===== config.mk =====
export PLATFORM = sky130hd
export DESIGN_NAME = multiplier_timing_monitor
export DESIGN_NICKNAME = d
export VERILOG_FILES = /design/src/rtl/multiplier_timing_monitor_pkg.sv /design/src/rtl/multiplier_timing_monitor_sat_counter.sv /design/src/rtl/multiplier_timing_monitor.sv
export SDC_FILE = /design/constraint.sdc
export NUM_CORES = 1
export LEC_CHECK = 0
export CORE_MARGIN = 2
export CORE_UTILIZATION = 54
export CTS_CLUSTER_DIAMETER = 40
export DETAILED_ROUTE_END_ITERATION = 6
export GPL_TIMING_DRIVEN = 0
export PLACE_DENSITY = 0.91
export SLEW_MARGIN = 5
export SYNTH_ARGS = -nofsm -noshare
export SYNTH_HDL_FRONTEND = slang
export SYNTH_SLANG_ARGS = --single-unit

===== constraint.sdc =====
create_clock -name clk -period 2.3 [get_ports clk]
set_input_delay 0.345 -clock clk [delete_from_list [all_inputs] [get_ports clk]]
set_output_delay 0.345 -clock clk [all_outputs]
set_load 0.1 [all_outputs]

===== src/rtl/multiplier_timing_monitor_pkg.sv =====
// Shared definitions for the multiplier timing monitor: FSM encoding and default trial timeout.
package multiplier_timing_monitor_pkg;

    typedef enum logic [1:0] {
        IDLE       = 2'd0,
        WAIT_BOTH  = 2'd1,
        WAIT_OTHER = 2'd2,
        REPORT     = 2'd3
    } monitorState;

    localparam int DEFAULT_TIMEOUT = 200;

endpackage


===== src/rtl/multiplier_timing_monitor_sat_counter.sv =====
// Saturating up-counter with synchronous reset and clear; clear wins over increment.
module sat_counter #(
    parameter int W = 8
) (
    input  logic         clk,
    input  logic         rst,
    input  logic         clr,
    input  logic         inc,
    output logic [W-1:0] count
);

    always_ff @(posedge clk) begin
        if (rst) begin
            count <= '0;
        end else if (clr) begin
            count <= '0;
        end else if (inc && !(&count)) begin
            count <= count + W'(1);
        end
    end

endmodule


===== src/rtl/multiplier_timing_monitor.sv =====
// Measures completion skew between two multiplier copies sharing one start pulse and
// keeps saturating trial/leak statistics plus a sticky record of the first leaking trial.
module multiplier_timing_monitor
    import multiplier_timing_monitor_pkg::*;
#(
    parameter int SKEW_W  = 8,
    parameter int CNT_W   = 16,
    parameter int TIMEOUT = DEFAULT_TIMEOUT
) (
    input  logic              clk,
    input  logic              rst,
    input  logic              start,
    input  logic              doneOne,
    input  logic              doneTwo,
    output logic              busy,
    output logic              trialValid,
    output logic              trialLeak,
    output logic              trialTimeout,
    output logic [SKEW_W-1:0] trialSkew,
    output logic              leakSeen,
    output logic [CNT_W-1:0]  trialCount,
    output logic [CNT_W-1:0]  leakCount,
    output logic [CNT_W-1:0]  firstLeakTrial,
    output logic [SKEW_W-1:0] firstLeakSkew
);

    monitorState state, stateNext;
    logic prevOne, prevTwo, riseOne, riseTwo, firstIsOne, otherRise;
    logic reportEnter, leakNext, timeoutNext, timeoutHit;
    logic [SKEW_W-1:0] skewCnt, skewNow, skewNext;
    logic [15:0] elapsed;
    logic [CNT_W-1:0] trialCountNext;

    assign riseOne = doneOne & ~prevOne;
    assign riseTwo = doneTwo & ~prevTwo;
    assign busy = (state == WAIT_BOTH) || (state == WAIT_OTHER);
    assign trialValid = (state == REPORT);
    assign otherRise = firstIsOne ? riseTwo : riseOne;

    // elapsed is cleared on the acceptance edge, so it trails the cycle count by one
    assign timeoutHit = (elapsed == 16'(TIMEOUT - 1));

    // skewCnt trails the true skew by one; skewNow is the skew as of this cycle
    assign skewNow = (&skewCnt) ? skewCnt : skewCnt + SKEW_W'(1);
    assign trialCountNext = (&trialCount) ? trialCount : trialCount + CNT_W'(1);

    sat_counter #(.W(16)) uElapsed (
        .clk(clk), .rst(rst), .clr(state == IDLE), .inc(busy), .count(elapsed)
    );

    sat_counter #(.W(SKEW_W)) uSkew (
        .clk(clk), .rst(rst), .clr(state != WAIT_OTHER), .inc(state == WAIT_OTHER),
        .count(skewCnt)
    );

    sat_counter #(.W(CNT_W)) uTrials (
        .clk(clk), .rst(rst), .clr(1'b0), .inc(reportEnter), .count(trialCount)
    );

    sat_counter #(.W(CNT_W)) uLeaks (
        .clk(clk), .rst(rst), .clr(1'b0), .inc(reportEnter & leakNext), .count(leakCount)
    );

    always_comb begin
        stateNext   = state;
        reportEnter = 1'b0;
        leakNext    = 1'b0;
        timeoutNext = 1'b0;
        skewNext    = '0;
        case (state)
            IDLE: begin
                if (start) stateNext = WAIT_BOTH;
            end
            WAIT_BOTH: begin
                if (riseOne && riseTwo) begin
                    stateNext   = REPORT;
                    reportEnter = 1'b1;
                end else if (timeoutHit) begin
                    stateNext   = REPORT;
                    reportEnter = 1'b1;
                    leakNext    = 1'b1;
                    timeoutNext = 1'b1;
                end else if (riseOne || riseTwo) begin
                    stateNext = WAIT_OTHER;
                end
            end
            WAIT_OTHER: begin
                // completion beats a timeout landing in the same cycle
                if (otherRise || timeoutHit) begin
                    stateNext   = REPORT;
                    reportEnter = 1'b1;
                    leakNext    = 1'b1;
                    timeoutNext = !otherRise;
                    skewNext    = skewNow;
                end
            end
            default: stateNext = IDLE;
        endcase
    end

    always_ff @(posedge clk) begin
        if (rst) begin
            state          <= IDLE;
            prevOne        <= 1'b0;
            prevTwo        <= 1'b0;
            firstIsOne     <= 1'b0;
            trialLeak      <= 1'b0;
            trialTimeout   <= 1'b0;
            trialSkew      <= '0;
            leakSeen       <= 1'b0;
            firstLeakTrial <= '0;
            firstLeakSkew  <= '0;
        end else begin
            state   <= stateNext;
            prevOne <= doneOne;
            prevTwo <= doneTwo;
            if (state == WAIT_BOTH && (riseOne != riseTwo)) firstIsOne <= riseOne;
            if (reportEnter) begin
                trialLeak    <= leakNext;
                trialTimeout <= timeoutNext;
                trialSkew    <= skewNext;
                if (leakNext && !leakSeen) begin
                    leakSeen       <= 1'b1;
                    firstLeakTrial <= trialCountNext;
                    firstLeakSkew  <= skewNext;
                end
            end
        end
    end

endmodule

==> out/qor.yml, run 1 <==
status: "complete, but fails checks"
violations: "DRC"
die-area_mm2: 0.009279
place_congestion: 0.9043
num_vias: 4370
yosys.area_share.simple: 0.2479
cts.path.max_buffers: 2
slew_violations: 0
min_period_over_period: 0.9902
yosysUniqueCellTypes: 59
cts_buffers: 9
htreeDepth: 3
synth_xor_xnor_area_share: 0.08943
track_usage: 0.2563
die_x_um: 96.33
synthMuxAreaShare: 0.01740
p_leak_nw: 2.266
fp-row-count: 33
ys_seq_elements: 96
clkLatencyLatePin_ns: 0.38
placed_cells: 707
avgSynthCellArea_um2: 8.702
drive_gt1_frac: 0.1499
cp_top_family: "buffers and inverters"
crit_chain: "clkdlybuf4s50_1"
avgViaCountPerCell: 5.970
ys_async_sr_fraction: 0
synth_compound_area_frac: 0.1644
multi_input_area_mm2: 0.002596
crit_required_ns: 1.96
ant_nets: 0
dr.pass1.iters: 7
worst_path_largest_cell_delay_ns: 1.16
grt_max_degree: 18
synthCells: 529
start_util: 0.5574
report.final.hold_viol_count: 0
min_period_ns: 2.277
hold_buffers: 0
fin_tns_setup_ns: 0
grt_pass1_vias: 3867
yosysSeqAreaShare: 0.4175
wl_per_cell_um: 16.82
stdcell_count: 732
antenna_found_initial: 0
syn_area_mm2: 0.004603
die_h_um: 96.33
max_freq_ghz: 0.4391
endpoint_kind: "output port"
yosysWarnings: 0
cp_data_arrival_time_ns: 1.93
antenna_cells: 0
cts_tree: "done"
drc: 1
final-seq-area_mm2: 0.001961
cts.clk_slew.worst_paths_ns: 0.10
detail_route.iter0.violations: 280
p_per_area_mw_per_mm2: 683.6
core_area_mm2: 0.008258
startpoint_type: "flip-flop"
path_buf_inv: 1
wirelength_mm: 12.31
synthAdderAreaFrac: 0.02718
ys.flop_type: "dfxtp_1"
cts_root_buf: "clkbuf_8"
worst_pin_slew_ns: 0.9896
worstPathMaxFanout: 2
hold_path_class: "reg2reg"
synth_edf_count: 0
report.final.setup_viol: 0
synth_fp_nets: 544
ir_drop_mv: 0.9951
port_buffers: 73
area_growth_pct: 28.11
nets: 637
cts.sinks: 96
critical-path-slowest-cell: "clkdlybuf4s50_1"
fill_cells: 600
rsz0062_at_grt: "true"
maxCapViolCount: 0
path_class: "reg2out"
grt-ovfl-total: 0
synth_top_family_by_area: "simple AND/OR/NAND/NOR gates"
max_slew_margin: 0.3382
io_pins: 74
grt_pass1_wl_mm: 18.49
hpwl_mm: 8.308
skew_ns: 0.01803
## cell families (layout without fill, tap and decap cells)
family          after synthesis  count (layout)
compound gates              106             106
flops                        96              96
xor+xnor                     47              47
fa+ha+maj                    10              10
simple gates                224             224
mux                           8               8
buf+inv                      38             136
## sequential cells by signal, summed over array words and instances, names as in the netlist
register        flops
firstLeakTrial     16
uElapsed.count     16
uLeaks.count       16
uTrials.count      16
firstLeakSkew       8
trialSkew           8
uSkew.count         8
state               2
firstIsOne          1
leakSeen            1
prevOne             1
prevTwo             1
trialLeak           1
trialTimeout        1
## metrics by stage
stage	utilization	hold slack, ns	worst slack [ns]	cell area [um^2]	power [mW]
after floorplan	-	0.4496	0.01023	4657	2.688
after global placement	0.6683	0.4406	-0.2360	5519	2.860
after detailed placement	0.6683	0.4442	-0.3879	5519	2.891
after CTS	0.6924	0.4561	0.008746	5718	3.936
after global routing	0.7141	0.4750	-0.04029	5897	4.171
final	0.7141	0.4634	0.02259	5897	4.031
## layer usage
layer	vias up	track usage	wire, um
li1	2060	-	-
met4	0	0.1021	262
met2	211	0.4265	6170
met3	29	0.04620	805
met1	2070	0.3291	5071
met5	-	0	0
## cell usage after synthesis (all sizes together), types with 4 or more instances
library cell,number,area share
o21ai,23,0.027
nand4,13,0.021
a22oi,4,0.0065
a311oi,11,0.021
buf,12,0.015
nand2,38,0.031
dfxtp,96,0.42
nand3,25,0.028
and4,6,0.011
mux2i,8,0.017
nor2,85,0.069
a31oi,4,0.0054
a211oi,6,0.013
o211ai,10,0.016
nor4,4,0.012
ha,10,0.027
clkbuf,13,0.011
or4,5,0.0082
a21oi,30,0.036
nor2b,13,0.018
nor3,6,0.0065
inv,13,0.011
or3,8,0.011
xnor2,24,0.046
and2,4,0.0054
and3,8,0.011
xor2,23,0.044
## report_power, final
group | switching, mW | internal [mW]
combinational | 0.817 | 0.355
clock | 0.634 | 0.437
sequential | 0.0595 | 1.73
## final timing paths
kind	endpoint	slack (ns)	startpoint	cells after the start
worst min-delay path	firstLeakSkew[6]	0.46	firstLeakSkew[6]	2
worst max register to register	firstLeakTrial[9]	0.07	state[1]	10
worst min register to register	firstLeakSkew[6]	0.46	firstLeakSkew[6]	2
worst max-delay path	trialTimeout	0.02	trialTimeout	1
## area by class of cell
cell class | instances | share of cell area
inverters | 13 | 0.008275
clock inverters | 6 | 0.008063
well taps | 105 | 0.02228
clock buffers | 10 | 0.02334
multi-input cells | 395 | 0.4403
repair buffers | 82 | 0.1407
flip-flops and latches | 96 | 0.3325
plain buffers | 25 | 0.02461
## cell usage in the layout, fill, tap and decap left out, types with 10 or more instances in the layout
cell type	instances
a311oi_1	10
nand2_1	38
clkdlybuf4s50_1	51
dfxtp_2	28
o211ai_1	10
nand4_1	12
clkbuf_8	11
nand3_1	24
inv_1	13
xor2_1	23
nor2_1	85
o21ai_0	21
xnor2_1	24
nor2b_1	12
dlymetal6s2s_1	14
dfxtp_1	67
a21oi_1	27
## worst register-to-register path, stage by stage (launching register included)
cell	delay (ns)
dfxtp_4	0.37
inv_1	0.08
ha_4	0.28
clkbuf_8	0.16
and2_1	0.15
a21bo_1	0.21
buf_6	0.15
a21oi_4	0.26
buf_6	0.17
nor2_1	0.05
a311oi_1	0.26
## timing repair
action,in CTS,in global routing
endpoints found under the setup margin,24,74
setup buffers,0,8
hold endpoints to repair,0,0
pin swaps,0,8
cloned,0,1
gates resized for setup,15,41
Power figures use the tool's default switching activity.
==> inputs of run 2 (changes only) <==
--- a/config.mk
+++ b/config.mk
@@ -5,7 +5,6 @@
 export SDC_FILE = /design/constraint.sdc
 export NUM_CORES = 1
 export LEC_CHECK = 0
-export CORE_MARGIN = 2
 export CORE_UTILIZATION = 54
 export CTS_CLUSTER_DIAMETER = 40
 export DETAILED_ROUTE_END_ITERATION = 6
==> out/qor.yml, run 2 (synthesis results as in run 1) <==
start_util: 0.5602
worst_pin_slew_ns: 0.9931
port_buffers: 73
num_vias: 4303
die-area_mm2: 0.008897
grt-ovfl-total: 0
final_cell_mix: "nor2_1, dfxtp_1, clkdlybuf4s50_1"
cts_buffers: 9
final-seq-area_mm2: 0.001958
antenna_found_initial: 0
cts.clk_slew.worst_paths_ns: 0.10
startpoint_type: "flip-flop"
crit_chain: "clkdlybuf4s50_1"
switchingPower_mw: 1.462
track_usage: 0.2694
multi_input_area_mm2: 0.002608
die_x_um: 94.33
maxCapViolCount: 0
max_freq_ghz: 0.4398
htreeDepth: 3
hold_ws_ns: 0.4552
wl_per_cell_um: 16.17
cts_tree: "done"
slew_violations: 0
grt_pass1_wl_mm: 18.71
grt_max_degree: 17
max_slew_margin: 0.3368
cp_top_family: "buffers and inverters"
min_period_ns: 2.274
cts.sinks: 96
die_h_um: 94.33
p_clk_frac: 0.278
p_total_mw: 4.048
cts_root_buf: "clkbuf_8"
antenna_cells: 0
report.final.setup_viol: 0
crit_required_ns: 1.96
worstPathMaxFanout: 5
path_class: "reg2out"
final_common_cell: "nor2_1"
core_area_mm2: 0.008217
wirelength_mm: 11.79
grt_pass1_vias: 4030
drive_gt1_frac: 0.1474
p_comb_frac: 0.282
dr.pass1.iters: 5
power.internal_mw: 2.587
cts.path.max_buffers: 2
hold_buffers: 0
endpoint_kind: "output port"
worst_path_largest_cell_delay_ns: 1.16
avgViaCountPerCell: 5.903
power_frac_seq: 0.440
hold_path_class: "reg2reg"
min_period_over_period: 0.9886
p_leak_nw: 2.155
ir_drop_mv: 0.9623
fill_cells: 593
area_growth_pct: 27.67
ant_nets: 0
p_sw_frac: 0.3610
drc: 0
clkLatencyLatePin_ns: 0.37
fp-row-count: 33
skew_ns: 0.01398
place_congestion: 0.9112
critical-path-slowest-cell: "clkdlybuf4s50_1"
p_per_area_mw_per_mm2: 688.8
detail_route.iter0.violations: 245
status: "completed"
path_buf_inv: 1
nets: 634
io_pins: 74
hpwl_mm: 8.422
report.final.hold_viol_count: 0
cp_data_arrival_time_ns: 1.93
## run 2: worst reg2reg max path: stages, from the launching register on
cell and delay (ns):
dfxtp_2 0.36, inv_1 0.08, ha_4 0.28, clkbuf_8 0.16, and2_1 0.14, a21boi_4 0.29, o21ai_2 0.13, buf_2 0.20
or3_1 0.33, a21oi_1 0.15
## run 2: final timing paths
check	startpoint	end	slack (ns)	cells after the start
max	uLeaks.count[5]	leakCount[5]	0.03	1
min	firstLeakSkew[2]	firstLeakSkew[2]	0.46	2
max reg2reg	state[0]	uTrials.count[2]	0.11	9
min reg2reg	firstLeakSkew[2]	firstLeakSkew[2]	0.46	2
## run 2: cell type report
class	count	share of cell area
Sequential cell	96	0.3332
Multi-Input combinational cell	395	0.4437
Timing Repair Buffer	79	0.1354
Tap cell	105	0.02235
Clock inverter	6	0.01150
Inverter	13	0.008303
Clock buffer	10	0.02172
Buffer	25	0.02384
## run 2: stage by stage
stage / std cells / TNS [ns] / area (um^2) / setup WS, ns / utilization
4_1_cts: 723 / 0 / 5713 / 0.002564 / 0.6953
2_1_floorplan: 529 / 0 / 4657 / 0.01023 / -
3_5_place_dp: 707 / -14.85 / 5519 / -0.3805 / 0.6717
3_3_place_gp: 707 / -10.11 / 5519 / -0.2730 / 0.6717
6_report: 729 / 0 / 5877 / 0.02630 / 0.7152
5_1_grt: 729 / -0.01434 / 5877 / -0.01113 / 0.7152
## run 2: metal layers
layer / wire length (um) / vias to the layer above / track usage
li1: - / 2049 / -
met1: 4896 / 2052 / 0.3320
met3: 665 / 23 / 0.04207
met2: 5977 / 179 / 0.4529
met5: 0 / - / 0
met4: 248 / 0 / 0.1385
## run 2: power by group through the flow
stage               Sequential (mW)  Combinational, mW  Clock, mW
floorplan                      2.00              0.687          0
global placement               1.81               1.06          0
detailed placement             1.81               1.09          0
CTS                            1.77               1.08       1.13
global route                   1.79               1.21       1.20
finish                         1.78               1.14       1.12
## run 2: timing repair
| action | in CTS | in global routing |
|---|---|---|
| pin swaps | 0 | 2 |
| buffers inserted | 0 | 6 |
| gates resized for setup | 10 | 38 |
| endpoints found under the setup margin | 21 | 66 |
